$ cat src/rtl/st_sample_pacer.sv
// Sample pacer: buffers an Avalon-ST sample stream in a small FIFO and releases
// one sample every (rate_div+1) clocks, counting underruns.
module st_sample_pacer #(
    parameter int DATA_WIDTH = 16,
    parameter int FIFO_DEPTH = 16,
    parameter int DIV_WIDTH  = 16,
    parameter int CNT_WIDTH  = 16
) (
    input  logic                          avalon_st_clk,
    input  logic                          avalon_st_reset,
    input  logic [DATA_WIDTH-1:0]         avalon_st_sink_data,
    input  logic                          avalon_st_sink_valid,
    output logic                          avalon_st_sink_ready,
    input  logic                          enable,
    input  logic [DIV_WIDTH-1:0]          rate_div,
    output logic [DATA_WIDTH-1:0]         sample_out,
    output logic                          sample_strobe,
    output logic                          running,
    output logic [$clog2(FIFO_DEPTH):0]   fill_level,
    output logic [CNT_WIDTH-1:0]          underrun_count
);

    localparam int PTR_W = $clog2(FIFO_DEPTH);
    localparam int LVL_W = PTR_W + 1;
    localparam logic [LVL_W-1:0] FULL_LVL = LVL_W'(FIFO_DEPTH);
    localparam logic [LVL_W-1:0] HALF_LVL = LVL_W'(FIFO_DEPTH / 2);

    typedef enum logic [1:0] {
        ST_IDLE  = 2'd0,
        ST_PRIME = 2'd1,
        ST_RUN   = 2'd2
    } state_t;

    state_t                 state_r;
    state_t                 state_s;
    logic [DATA_WIDTH-1:0]  mem_r [FIFO_DEPTH];
    logic [PTR_W-1:0]       wr_ptr_r;
    logic [PTR_W-1:0]       rd_ptr_r;
    logic [LVL_W-1:0]       level_r;
    logic [DIV_WIDTH-1:0]   div_cnt_r;
    logic [DIV_WIDTH-1:0]   div_cnt_s;
    logic [DATA_WIDTH-1:0]  sample_r;
    logic                   strobe_r;
    logic                   running_r;
    logic [CNT_WIDTH-1:0]   underrun_r;

    logic full_s;
    logic empty_s;
    logic push_s;
    logic tick_s;
    logic pop_s;
    logic underrun_s;

    assign full_s     = (level_r == FULL_LVL);
    assign empty_s    = (level_r == {LVL_W{1'b0}});
    assign push_s     = avalon_st_sink_valid && !full_s;
    // ">=" rather than "==" so a live drop of rate_div below the counter still ticks
    assign tick_s     = (state_r == ST_RUN) && enable && (div_cnt_r >= rate_div);
    assign pop_s      = tick_s && !empty_s;
    assign underrun_s = tick_s && empty_s;

    assign avalon_st_sink_ready = !full_s;
    assign fill_level           = level_r;
    assign sample_out           = sample_r;
    assign sample_strobe        = strobe_r;
    assign running              = running_r;
    assign underrun_count       = underrun_r;

    // State register
    always_ff @(posedge avalon_st_clk or posedge avalon_st_reset) begin
        if (avalon_st_reset) begin
            state_r <= ST_IDLE;
        end else begin
            state_r <= state_s;
        end
    end

    // Next-state logic
    always_comb begin
        state_s = state_r;
        case (state_r)
            ST_IDLE: begin
                if (enable) state_s = ST_PRIME;
                else        state_s = ST_IDLE;
            end
            ST_PRIME: begin
                if (!enable)                state_s = ST_IDLE;
                else if (level_r >= HALF_LVL) state_s = ST_RUN;
                else                        state_s = ST_PRIME;
            end
            ST_RUN: begin
                if (!enable)         state_s = ST_IDLE;
                else if (underrun_s) state_s = ST_PRIME;
                else                 state_s = ST_RUN;
            end
            default: state_s = ST_IDLE;
        endcase
    end

    // Divider next value: counts only while staying in RUN, otherwise parked at zero
    always_comb begin
        div_cnt_s = div_cnt_r;
        if ((state_r == ST_RUN) && (state_s == ST_RUN)) begin
            if (tick_s) div_cnt_s = {DIV_WIDTH{1'b0}};
            else        div_cnt_s = div_cnt_r + 1'b1;
        end else begin
            div_cnt_s = {DIV_WIDTH{1'b0}};
        end
    end

    // Registered outputs and divider counter
    always_ff @(posedge avalon_st_clk or posedge avalon_st_reset) begin
        if (avalon_st_reset) begin
            div_cnt_r  <= {DIV_WIDTH{1'b0}};
            sample_r   <= {DATA_WIDTH{1'b0}};
            strobe_r   <= 1'b0;
            running_r  <= 1'b0;
            underrun_r <= {CNT_WIDTH{1'b0}};
        end else begin
            div_cnt_r <= div_cnt_s;
            strobe_r  <= tick_s;
            running_r <= (state_s == ST_RUN);
            if (pop_s) begin
                sample_r <= mem_r[rd_ptr_r];
            end
            if (underrun_s && (underrun_r != {CNT_WIDTH{1'b1}})) begin
                underrun_r <= underrun_r + 1'b1;
            end
        end
    end

    // FIFO pointers and occupancy
    always_ff @(posedge avalon_st_clk or posedge avalon_st_reset) begin
        if (avalon_st_reset) begin
            wr_ptr_r <= {PTR_W{1'b0}};
            rd_ptr_r <= {PTR_W{1'b0}};
            level_r  <= {LVL_W{1'b0}};
        end else begin
            if (push_s) wr_ptr_r <= wr_ptr_r + 1'b1;
            if (pop_s)  rd_ptr_r <= rd_ptr_r + 1'b1;
            case ({push_s, pop_s})
                2'b10:   level_r <= level_r + 1'b1;
                2'b01:   level_r <= level_r - 1'b1;
                default: level_r <= level_r;
            endcase
        end
    end

    // FIFO storage; contents are don't-care while the pointers say empty
    always_ff @(posedge avalon_st_clk) begin
        if (push_s) begin
            mem_r[wr_ptr_r] <= avalon_st_sink_data;
        end
    end

endmodule

$ cat config.mk
export PLATFORM = sky130hd
export DESIGN_NAME = st_sample_pacer
export DESIGN_NICKNAME = d
export VERILOG_FILES = /design/src/rtl/st_sample_pacer.sv
export SDC_FILE = /design/constraint.sdc
export NUM_CORES = 1
export LEC_CHECK = 0
export BUFFER_PORTS_ARGS = -buffer_cell sky130_fd_sc_hd__buf_4
export CORE_MARGIN = 2
export CORE_UTILIZATION = 60
export DETAILED_ROUTE_END_ITERATION = 12
export PLACE_DENSITY = 0.89
export SLEW_MARGIN = 20
export SYNTH_ARGS = -nofsm -noshare
export SYNTH_HDL_FRONTEND = slang
export SYNTH_SLANG_ARGS = --single-unit
$ cat constraint.sdc
create_clock -name avalon_st_clk -period 5.75 [get_ports avalon_st_clk]
set_clock_uncertainty 0.1 [all_clocks]
set_input_delay 0.8625 -clock avalon_st_clk [delete_from_list [all_inputs] [get_ports avalon_st_clk]]
set_output_delay 0.8625 -clock avalon_st_clk [all_outputs]
set_load 0.005 [all_outputs]
==> impl_metrics.py, run 1 <==
metrics = {
    "placed_design": {
        "gp_congestion": 0.805,
        "dp_slack_ps": 1370,
        "port_buffers": 75,
        "place_hpwl_mm": 16.3,
        "place_area_um2": 14100,
    },
    "cts": {
        "cts_tree": "built",
        "htree_levels": 1,
        "clock_path_buffers": 3,
        "clk_pin_slew_worst_paths_ps": 60,
        "cts_hold_buffers": 0,
        "cts_resized": 0,
        "cts_sinks": 321,
        "numCtsBuffers": 30,
        "root_buffer": "clkbuf_16",
        "clk_latency_ps": 560,
        "postCtsSetupRepairBufs": 0,
    },
    "detailed_routing": {
        "via_count": 7222,
        "post_drt_wl_per_cell_um": 24.3,
        "drtIter0Drc": 641,
        "drc_errors": 0,
        "drtAntennaViolNets": 0,
        "routed_wl_mm": 28.0,
        "post_drt_via_cell_ratio": 6.25,
        "drt_first_pass_iters": 5,
    },
    "die": {
        "start_util_pct": 60.8,
        "fp-row-count": 54,
        "fp.dieW_um": 152,
        "pin_count": 76,
        "die_area_um2": 23200,
        "fp.dieH_um": 152,
        "core-area_um2": 21700,
    },
    "setup_path": {
        "r2r_slack_ps": 1750,
        "reg2reg_from": "div_cnt_r[0]",
        "critPathKind": "flop to flop",
        "cpMostUsedCell": "inv_1",
        "critPathMaxFanout": 15,
        "worstPathArrival_ps": 4330,
        "crit_path_start_kind": "flop",
        "crit_slowest_cell": "dfrtp_1",
        "crit-reg2reg-capture": "fill_level[4]",
        "crit_family": "simple AND/OR/NAND/NOR gates",
        "r2r_cells": 18,
        "critical_path.cell_chain": "inv_1 > ha_1 > nand2b_1 > a2111oi_0 > nand3b_1 > nand4_2 > nand3_1 > buf_4 > inv_1 > ha_1 > inv_1 > fa_1 > inv_1 > a21o_1 > a21oi_1 > xnor2_1 > nor2_1 > xor2_1",
        "cpPeakStageDelay_ps": 430,
        "worst-path-buf-inv": 5,
        "end_kind": "flop",
        "cp_data_required_time_ps": 6080,
    },
    "yosys": {
        "yosysTopAreaCell": "edfxtp_1",
        "async_flop_share_pct": 20.2,
        "synth_area_leaders": "edfxtp_1 (58%), dfrtp_1 (12%), mux4_2 (10%)",
        "synth_area_um2": 13200,
        "seq_area_frac_synth_pct": 70.7,
        "synth_ff_type": "edfxtp_1",
        "synth_top_area_share_pct": 58.3,
        "netlist_instances": 756,
        "synth_nets": 820,
        "yosysWarnings": 0,
        "ys_ff_latch": 321,
        "avgSynthCellArea_um2": 17.4,
        "synth_edf_count": 256,
        "synth_cell_types": 42,
    },
    "timing": {
        "final.setup.tns_ps": 0,
        "max_freq_mhz": 250,
        "drv_slew": 0,
        "relSlewSlack_pct": 25.0,
        "rsz0062_at_grt": "false",
        "worst_pin_slew_ps": 1120,
        "hold_ws_ps": 401,
        "fin_crit_ps": 4000,
        "fin_ws_ps": 1750,
        "period_share_pct": 69.6,
        "hold_viol_final": 0,
        "final-setup-viol-count": 0,
    },
    "worst_hold_path": {
        "hold_path_depth": 1,
        "holdCritPathClass": "flop to flop",
        "whs_endpoint": "underrun_count[14]",
        "hold_path.startpoint": "underrun_count[14]",
    },
    "power_and_ir_drop": {
        "p_leak_nw": 5.51,
        "ir_worst_vdd_mv": 0.282,
        "finalPower_mw": 5.42,
        "p_per_area_nw_per_um2": 358,
    },
    "finish": {
        "fin_area_um2": 15200,
        "syn2layout_area_growth_pct": 15.0,
        "finalNetCount": 915,
        "diodes": 0,
        "drive_gt1_share_pct": 26.9,
        "fillers": 1310,
    },
    "global_routing": {
        "grt_pass1_vias": 7473,
        "grt_max_degree": 66,
        "grt_usage_pct": 24.4,
        "gr-total-overflow": 0,
        "antenna_found_initial": 0,
        "grt_pass1_wl_mm": 43.2,
    },
    "job": {
        "cap_violations": 0,
    },
    "outcome": {
        "status": "finished clean",
    },
}
placed cells by master, fill, tap and decap left out, types with 5 or more instances in the layout:
cell type,Yosys,layout
a21o_1,8,8
a21oi_1,10,10
a221oi_1,5,5
a222oi_1,5,5
a22oi_1,5,5
a31oi_1,10,10
and3_1,8,8
buf_4,6,96
bufinv_16,0,5
clkbuf_16,0,31
clkinv_1,0,6
clkinv_2,0,5
dfrtp_1,65,63
edfxtp_1,256,256
ha_1,27,27
inv_1,26,25
mux2_2,18,18
mux2i_1,15,15
mux4_2,60,60
nand2_1,27,27
nand3_1,16,16
nand4_1,19,19
nor2_1,47,42
nor2b_1,7,7
nor3_1,9,5
o21ai_0,18,18
xnor2_1,19,19
xor2_1,21,21
report_power, final:
part,total [mW],internal [mW],switching (mW)
combinational,0.518,0.181,0.337
sequential,2.84,2.73,0.101
clock,2.07,1.23,0.839
worst max-delay path by stage:
stage / start / end / cells after the start
finish: div_cnt_r[0] / fill_level[4] / 18
detailed placement: rate_div[0] / fill_level[4] / 18
CTS: div_cnt_r[0] / fill_level[4] / 18
global placement: rate_div[0] / fill_level[4] / 18
global route: div_cnt_r[0] / fill_level[4] / 18
floorplan: rate_div[0] / fill_level[4] / 17
registers in the layout, indices dropped and copies added, names as in the netlist:
name	flops
sample_out	16
div_cnt_r	16
mem_r	256
sample_strobe	1
running	1
wr_ptr_r	4
state_r	2
rd_ptr_r	4
fill_level	5
underrun_count	16
metal layers:
layer | global-route usage (%) | share of wire [%] | vias up
met5 | 0 | 0 | -
met3 | 3.70 | 7.9 | 59
met2 | 40.8 | 50 | 324
li1 | - | - | 3154
met1 | 33.6 | 39 | 3685
met4 | 8.37 | 2.9 | 0
synthesized netlist by cell type (2+ instances only):
library cell,n
mux4_2,60
buf_6,3
a21oi_1,10
xor2_1,21
and2_1,2
mux2_2,18
dfrtp_1,65
clkbuf_1,15
nor2b_1,7
nand2b_1,4
a21o_1,8
nand4_1,19
and3_1,8
ha_1,27
a22oi_1,5
mux2i_1,15
edfxtp_1,256
a222oi_1,5
and4_1,4
buf_4,6
nand2_1,27
buf_2,6
buf_1,3
nor2_1,47
o21ai_0,18
a221oi_1,5
nor3_1,9
xnor2_1,19
a31oi_1,10
nand3_1,16
nand3b_1,2
inv_1,26
area by class of cell:
class / instances / area (um^2) / area share, %
clock inverter: 19 / 220 / 1.45
multi-input combinational: 376 / 3630 / 23.9
timing repair buffer: 96 / 721 / 4.76
tap: 280 / 350 / 2.31
inverter: 26 / 97.6 / 0.644
sequential: 321 / 9320 / 61.5
clock buffer: 37 / 818 / 5.40
cells by family (layout without fill, tap and decap cells):
group	Yosys count	in the layout	share of synthesized area, %
AOI/OAI and AO/OA	67	67	3.40
xor gates and xnor gates	40	40	2.66
adders and majority gates	28	28	2.72
buffers and inverters	59	178	2.08
DFF	321	321	70.7
muxes	93	93	12.9
and+or+nand+nor	148	148	5.54
through the flow:
stage,util [%],std cells
after floorplan,-,756
after global placement,65.1,1099
after detailed placement,65.1,1099
after CTS,69.9,1155
after global routing,69.9,1155
final,69.9,1155
Note: power is estimated with default switching activity, not from simulation.
==> run 2, diff against run 1 <==
Settings changed: CORE_UTILIZATION 60 to 55, PLACE_DENSITY 0.89 to 0.86.
Clock period 5.75 ns to 3.29 ns, I/O delays scaled along.
==> impl_metrics.py, run 2 (synthesis results as in run 1) <==
metrics = {
    "finish": {
        "top_register": "mem_r",
        "diodes": 0,
        "fin_area_um2": 15500,
        "layout_commonest_cell": "edfxtp_1",
        "drive_gt1_share_pct": 29.5,
        "finalNetCount": 945,
        "multi_input_area_um2": 3640,
        "most-common-layout-cells": "edfxtp_1 (256), buf_4 (120), dfrtp_1 (63), mux4_2 (60), nor2_1 (47)",
        "fillers": 1526,
        "syn2layout_area_growth_pct": 17.5,
        "register_area_um2": 9320,
        "largest_reg_flops": 256,
    },
    "detailed_routing": {
        "dr_wl_met3_mm": 2.20,
        "post_drt_wl_per_cell_um": 22.5,
        "wl_met1_mm": 10.8,
        "post_drt_via_cell_ratio": 6.01,
        "routed.top_layer": "met4",
        "wl_met2_mm": 13.7,
        "drc_errors": 0,
        "drtAntennaViolNets": 0,
        "routed_wl_mm": 27.6,
        "drt_first_pass_iters": 5,
        "via_count": 7367,
        "drtIter0Drc": 805,
    },
    "cts": {
        "numCtsBuffers": 31,
        "clk_pin_slew_worst_paths_ps": 60,
        "root_buffer": "clkbuf_16",
        "cts_hold_buffers": 0,
        "htree_levels": 1,
        "cts_tree": "built",
        "cts_sinks": 321,
        "clock_path_buffers": 3,
        "clk_latency_ps": 570,
    },
    "die": {
        "pin_count": 76,
        "start_util_pct": 56.1,
        "fp.dieH_um": 159,
        "die_area_um2": 25200,
        "core-area_um2": 23500,
        "fp-row-count": 56,
        "fp.dieW_um": 159,
    },
    "power_and_ir_drop": {
        "p_per_area_nw_per_um2": 612,
        "internal-power_mw": 7.25,
        "p_sw_share_pct": 23.6,
        "pwr-share-comb_pct": 10.4,
        "p_seq_share_pct": 52.3,
        "ir_worst_vdd_mv": 0.566,
        "power.switching_mw": 2.24,
        "p_clk_share_pct": 37.3,
        "p_leak_nw": 5.67,
    },
    "outcome": {
        "status": "finished clean",
    },
    "setup_path": {
        "worstPathArrival_ps": 3430,
        "crit_path_start_kind": "flop",
        "cp_data_required_time_ps": 3620,
        "critPathMaxFanout": 4,
        "critPathKind": "flop to flop",
        "end_kind": "flop",
    },
    "timing": {
        "fin_ws_ps": 190,
        "rsz0062_at_grt": "false",
        "period_share_pct": 94.2,
        "final-setup-viol-count": 0,
        "hold_viol_final": 0,
        "drv_slew": 0,
        "relSlewSlack_pct": 40.8,
        "max_freq_mhz": 323,
        "fin_crit_ps": 3100,
        "worst_pin_slew_ps": 888,
    },
    "global_routing": {
        "gr-total-overflow": 0,
        "grt_pass1_wl_mm": 43.7,
        "grt_pass1_vias": 7559,
        "antenna_found_initial": 0,
        "grt_usage_pct": 22.5,
        "grt_max_degree": 66,
    },
    "placed_design": {
        "port_buffers": 75,
        "gp_congestion": 0.813,
        "dp_slack_ps": -152,
        "place_area_um2": 14400,
        "place_hpwl_mm": 17.6,
    },
    "job": {
        "cap_violations": 0,
    },
    "worst_hold_path": {
        "holdCritPathClass": "input port to asynchronous set/reset pin",
    },
}
## run 2: per-stage QoR
stage	std cells	utilization (%)	power (mW)	TNS (ps)	hold WS, ps
3_5_place_dp	1166	61.5	6.01	-152	389
2_1_floorplan	756	-	5.50	0	378
4_1_cts	1224	65.8	9.53	0	90.4
3_3_place_gp	1166	61.5	5.93	-7.19	384
5_1_grt	1225	66.0	9.82	0	98.9
6_report	1225	66.0	9.48	0	103
## run 2: worst max-delay path, stage by stage, from the launching register on
cell and delay (ps):
dfrtp_1 430, ha_1 310, a21oi_1 160, nor2_1 50, a211oi_1 390, nand4_4 200
nand3_2 110, inv_1 50, ha_2 200, inv_2 80, fa_2 200, inv_1 40
a21o_1 180, a21oi_2 150, xnor2_1 120, nor2_1 70, xor2_1 140
## run 2: layout make-up
class	instances	share of cell area [%]
sequential	321	60.2
multi-input combinational	376	23.5
timing repair buffer	125	6.46
clock buffer	45	5.67
tap	319	2.58
clock inverter	13	0.969
inverter	26	0.630
## run 2: repair_timing
item / in CTS / in global routing
setup buffers: 0 / 1
gates resized for setup: 0 / 8
setup endpoints to repair: 0 / 1
## run 2: power groups by stage
| stage | sequential (mW) | clock, mW | combinational [mW] |
|---|---|---|---|
| floorplan | 4.96 | 0 | 0.537 |
| global placement | 5.00 | 0 | 0.930 |
| detailed placement | 5.03 | 0 | 0.973 |
| CTS | 4.96 | 3.59 | 0.982 |
| global route | 4.98 | 3.76 | 1.08 |
| finish | 4.96 | 3.54 | 0.985 |
## run 2: path summary, 6_finish.rpt
kind	depth (start not counted)	to	slack, ps	from
worst max-delay path	16	fill_level[4]	190	div_cnt_r[13]
worst min-delay path	3	sample_out[1]	100	avalon_st_reset
worst max register to register	16	fill_level[4]	190	div_cnt_r[13]
worst min register to register	1	underrun_count[10]	390	underrun_count[10]
max in group asynchronous	3	rd_ptr_r[0]	2350	avalon_st_reset
min in group avalon_st_clk	2	state_r[0]	110	enable
## run 2: per-layer routing
layer / vias to the layer above / track usage, %
met5: - / 0
met3: 65 / 4.36
met2: 345 / 36.9
met1: 3750 / 30.8
met4: 0 / 7.63
li1: 3207 / -
==> run 3, diff against run 2 <==
Settings changed: ABC_AREA set to 1.
==> impl_metrics.py, run 3 <==
metrics = {
    "finish": {
        "multi_input_area_um2": 4010,
        "layout_commonest_cell": "nand2_1",
        "register_area_um2": 9320,
        "drive_gt1_share_pct": 13.1,
        "syn2layout_area_growth_pct": 14.5,
        "diodes": 0,
        "fin_area_um2": 15800,
        "most-common-layout-cells": "nand2_1 (299), edfxtp_1 (256), nor2_1 (129), buf_4 (100), o21ai_0 (94)",
        "fillers": 1820,
        "top_register": "mem_r",
        "finalNetCount": 1394,
        "largest_reg_flops": 256,
    },
    "yosys": {
        "netlist_instances": 1248,
        "synth_top_area_share_pct": 55.6,
        "synth.most_common_cell": "nand2_1",
        "yosysWarnings": 0,
        "synth_nets": 1312,
        "synth_top_family_by_area": "simple AND/OR/NAND/NOR gates",
        "synth_edf_count": 256,
        "ys_top_cells_by_count": "nand2_1 (299), edfxtp_1 (256), nor2_1 (136)",
        "yosysTopAreaCell": "edfxtp_1",
        "synth_area_leaders": "edfxtp_1 (56%), dfrtp_1 (12%), nand2_1 (8.1%)",
        "synth_ff_type": "edfxtp_1",
        "synthXorXnorAreaFrac_pct": 1.58,
        "seq_area_frac_synth_pct": 67.3,
        "synth-compound-area-share_pct": 7.57,
        "synthMuxAreaShare_pct": 0,
        "synthSimpleGateAreaFrac_pct": 17.1,
        "async_flop_share_pct": 20.2,
        "avgSynthCellArea_um2": 11.1,
        "synth_cell_types": 39,
        "synth_area_um2": 13800,
        "synth-adder-area-share_pct": 2.59,
        "ys_ff_latch": 321,
    },
    "setup_path": {
        "critical_path.cell_chain": "inv_1 > nand4_1 > or2_2 > nand2_1 > inv_1 > nand2_1 > nor2_1 > buf_4",
        "worst-path-buf-inv": 3,
        "critPathKind": "flop to flop",
        "crit_family": "simple AND/OR/NAND/NOR gates",
        "end_kind": "flop",
        "crit_path_start_kind": "flop",
        "crit_start": "fill_level[0]",
        "cp_data_required_time_ps": 3440,
        "worstPathArrival_ps": 3240,
        "crit_slowest_cell": "nor2_1",
        "cpPeakStageDelay_ps": 930,
        "critPathMaxFanout": 9,
        "reg2reg_from": "fill_level[0]",
    },
    "placed_design": {
        "place_area_um2": 14800,
        "gp_congestion": 0.883,
        "port_buffers": 75,
        "place_hpwl_mm": 20.2,
    },
    "timing": {
        "worst_pin_slew_ps": 1190,
        "fin_crit_ps": 3090,
        "period_share_pct": 94.0,
        "drv_slew": 0,
        "final.setup.tns_ps": 0,
        "max_freq_mhz": 323,
        "relSlewSlack_pct": 20.4,
        "hold_viol_final": 0,
        "final-setup-viol-count": 0,
        "rsz0062_at_grt": "false",
    },
    "detailed_routing": {
        "drtAntennaViolNets": 0,
        "via_count": 10000,
        "drc_errors": 0,
        "post_drt_via_cell_ratio": 5.96,
        "routed_wl_mm": 34.5,
        "drt_first_pass_iters": 8,
        "drtIter0Drc": 1537,
        "post_drt_wl_per_cell_um": 20.5,
    },
    "cts": {
        "htree_levels": 1,
        "numCtsBuffers": 31,
        "cts_tree": "built",
        "clk_latency_ps": 580,
        "cts_sinks": 321,
        "clk_pin_slew_worst_paths_ps": 60,
        "clock_path_buffers": 3,
        "postCtsSetupRepairBufs": 0,
        "root_buffer": "clkbuf_16",
    },
    "die": {
        "core-area_um2": 25000,
        "fp-row-count": 58,
        "fp.dieW_um": 163,
        "start_util_pct": 55.4,
        "pin_count": 76,
        "die_area_um2": 26400,
        "fp.dieH_um": 163,
    },
    "outcome": {
        "status": "finished clean",
    },
    "global_routing": {
        "grt_usage_pct": 26.2,
        "grt_pass1_wl_mm": 53.2,
        "grt_pass1_vias": 9748,
        "grt_use_met1_pct": 34.4,
        "gr-total-overflow": 0,
        "grtUsageMet3_pct": 4.58,
        "grt_max_degree": 131,
        "grtUsageMet2_pct": 43.9,
        "top_usage_layer": "met2",
        "antenna_found_initial": 1,
    },
    "power_and_ir_drop": {
        "ir_worst_vdd_mv": 0.373,
        "p_per_area_nw_per_um2": 588,
        "p_leak_nw": 6.33,
    },
    "worst_hold_path": {
        "hold_path.startpoint": "avalon_st_sink_data[14]",
        "holdCritPathClass": "input port to flop",
    },
    "job": {
        "cap_violations": 0,
    },
}
-- run 3: cell types whose count changed after synthesis, sizes merged, moves of 40 or more --
cell / change
nor2: +90
mux4: -60
o21ai: +80
nand3: +51
inv: +41
nand2: +278
a21oi: +40
-- run 3: timing repair --
item | CTS | global route
endpoints found under the setup margin | 0 | 1
gates resized for setup | 0 | 2
hold endpoints to repair | 20 | 0
hold buffers | 1 | 0
-- run 3: final timing paths --
path	endpoint	slack (ps)	cells past startpoint
setup / recovery	mem_r[4][0]	200	8
hold / removal	mem_r[5][14]	120	1
setup reg to reg	mem_r[4][0]	200	8
hold reg to reg	sample_out[4]	370	2
max in group asynchronous	div_cnt_r[5]	1980	4
min in group asynchronous	rd_ptr_r[2]	430	3
-- run 3: layer usage --
layer	share of wire (%)	up-vias
met5	0.038	-
met1	37	4790
met3	10	124
met2	48	621
li1	-	4503
met4	4.2	2
-- run 3: report_power, final --
part	leakage [nW]	switching [mW]	total (mW)	internal, mW
Combinational	2.67	0.649	0.910	0.261
Clock	0.483	1.49	3.46	1.97
Sequential	3.18	0.144	4.94	4.79
-- run 3: kinds of logic (layout without fill, tap and decap cells) --
| kind of cell | Yosys count | count (layout) |
|---|---|---|
| DFF | 321 | 321 |
| adders and majority gates | 28 | 28 |
| and+or+nand+nor | 560 | 560 |
| xor gates and xnor gates | 25 | 25 |
| buffers and inverters | 125 | 232 |
| AOI/OAI and AO/OA | 189 | 189 |
-- run 3: layout make-up --
| class | instances | area share [%] |
|---|---|---|
| Timing Repair Buffer | 105 | 5.31 |
| Inverter | 69 | 1.64 |
| Clock buffer | 47 | 5.72 |
| Multi-Input combinational cell | 802 | 25.3 |
| Sequential cell | 321 | 58.8 |
| Tap cell | 330 | 2.61 |
| Clock inverter | 11 | 0.561 |
-- run 3: per-stage QoR --
stage,setup slack (ps),utilization (%),cells,total power [mW],hold WS (ps)
after floorplan,245,-,1248,5.44,365
after global placement,219,59.4,1626,5.82,355
after detailed placement,115,59.4,1626,5.89,360
after CTS,254,63.4,1685,9.30,110
after global routing,40.2,63.5,1685,9.58,127
final,198,63.5,1685,9.31,116
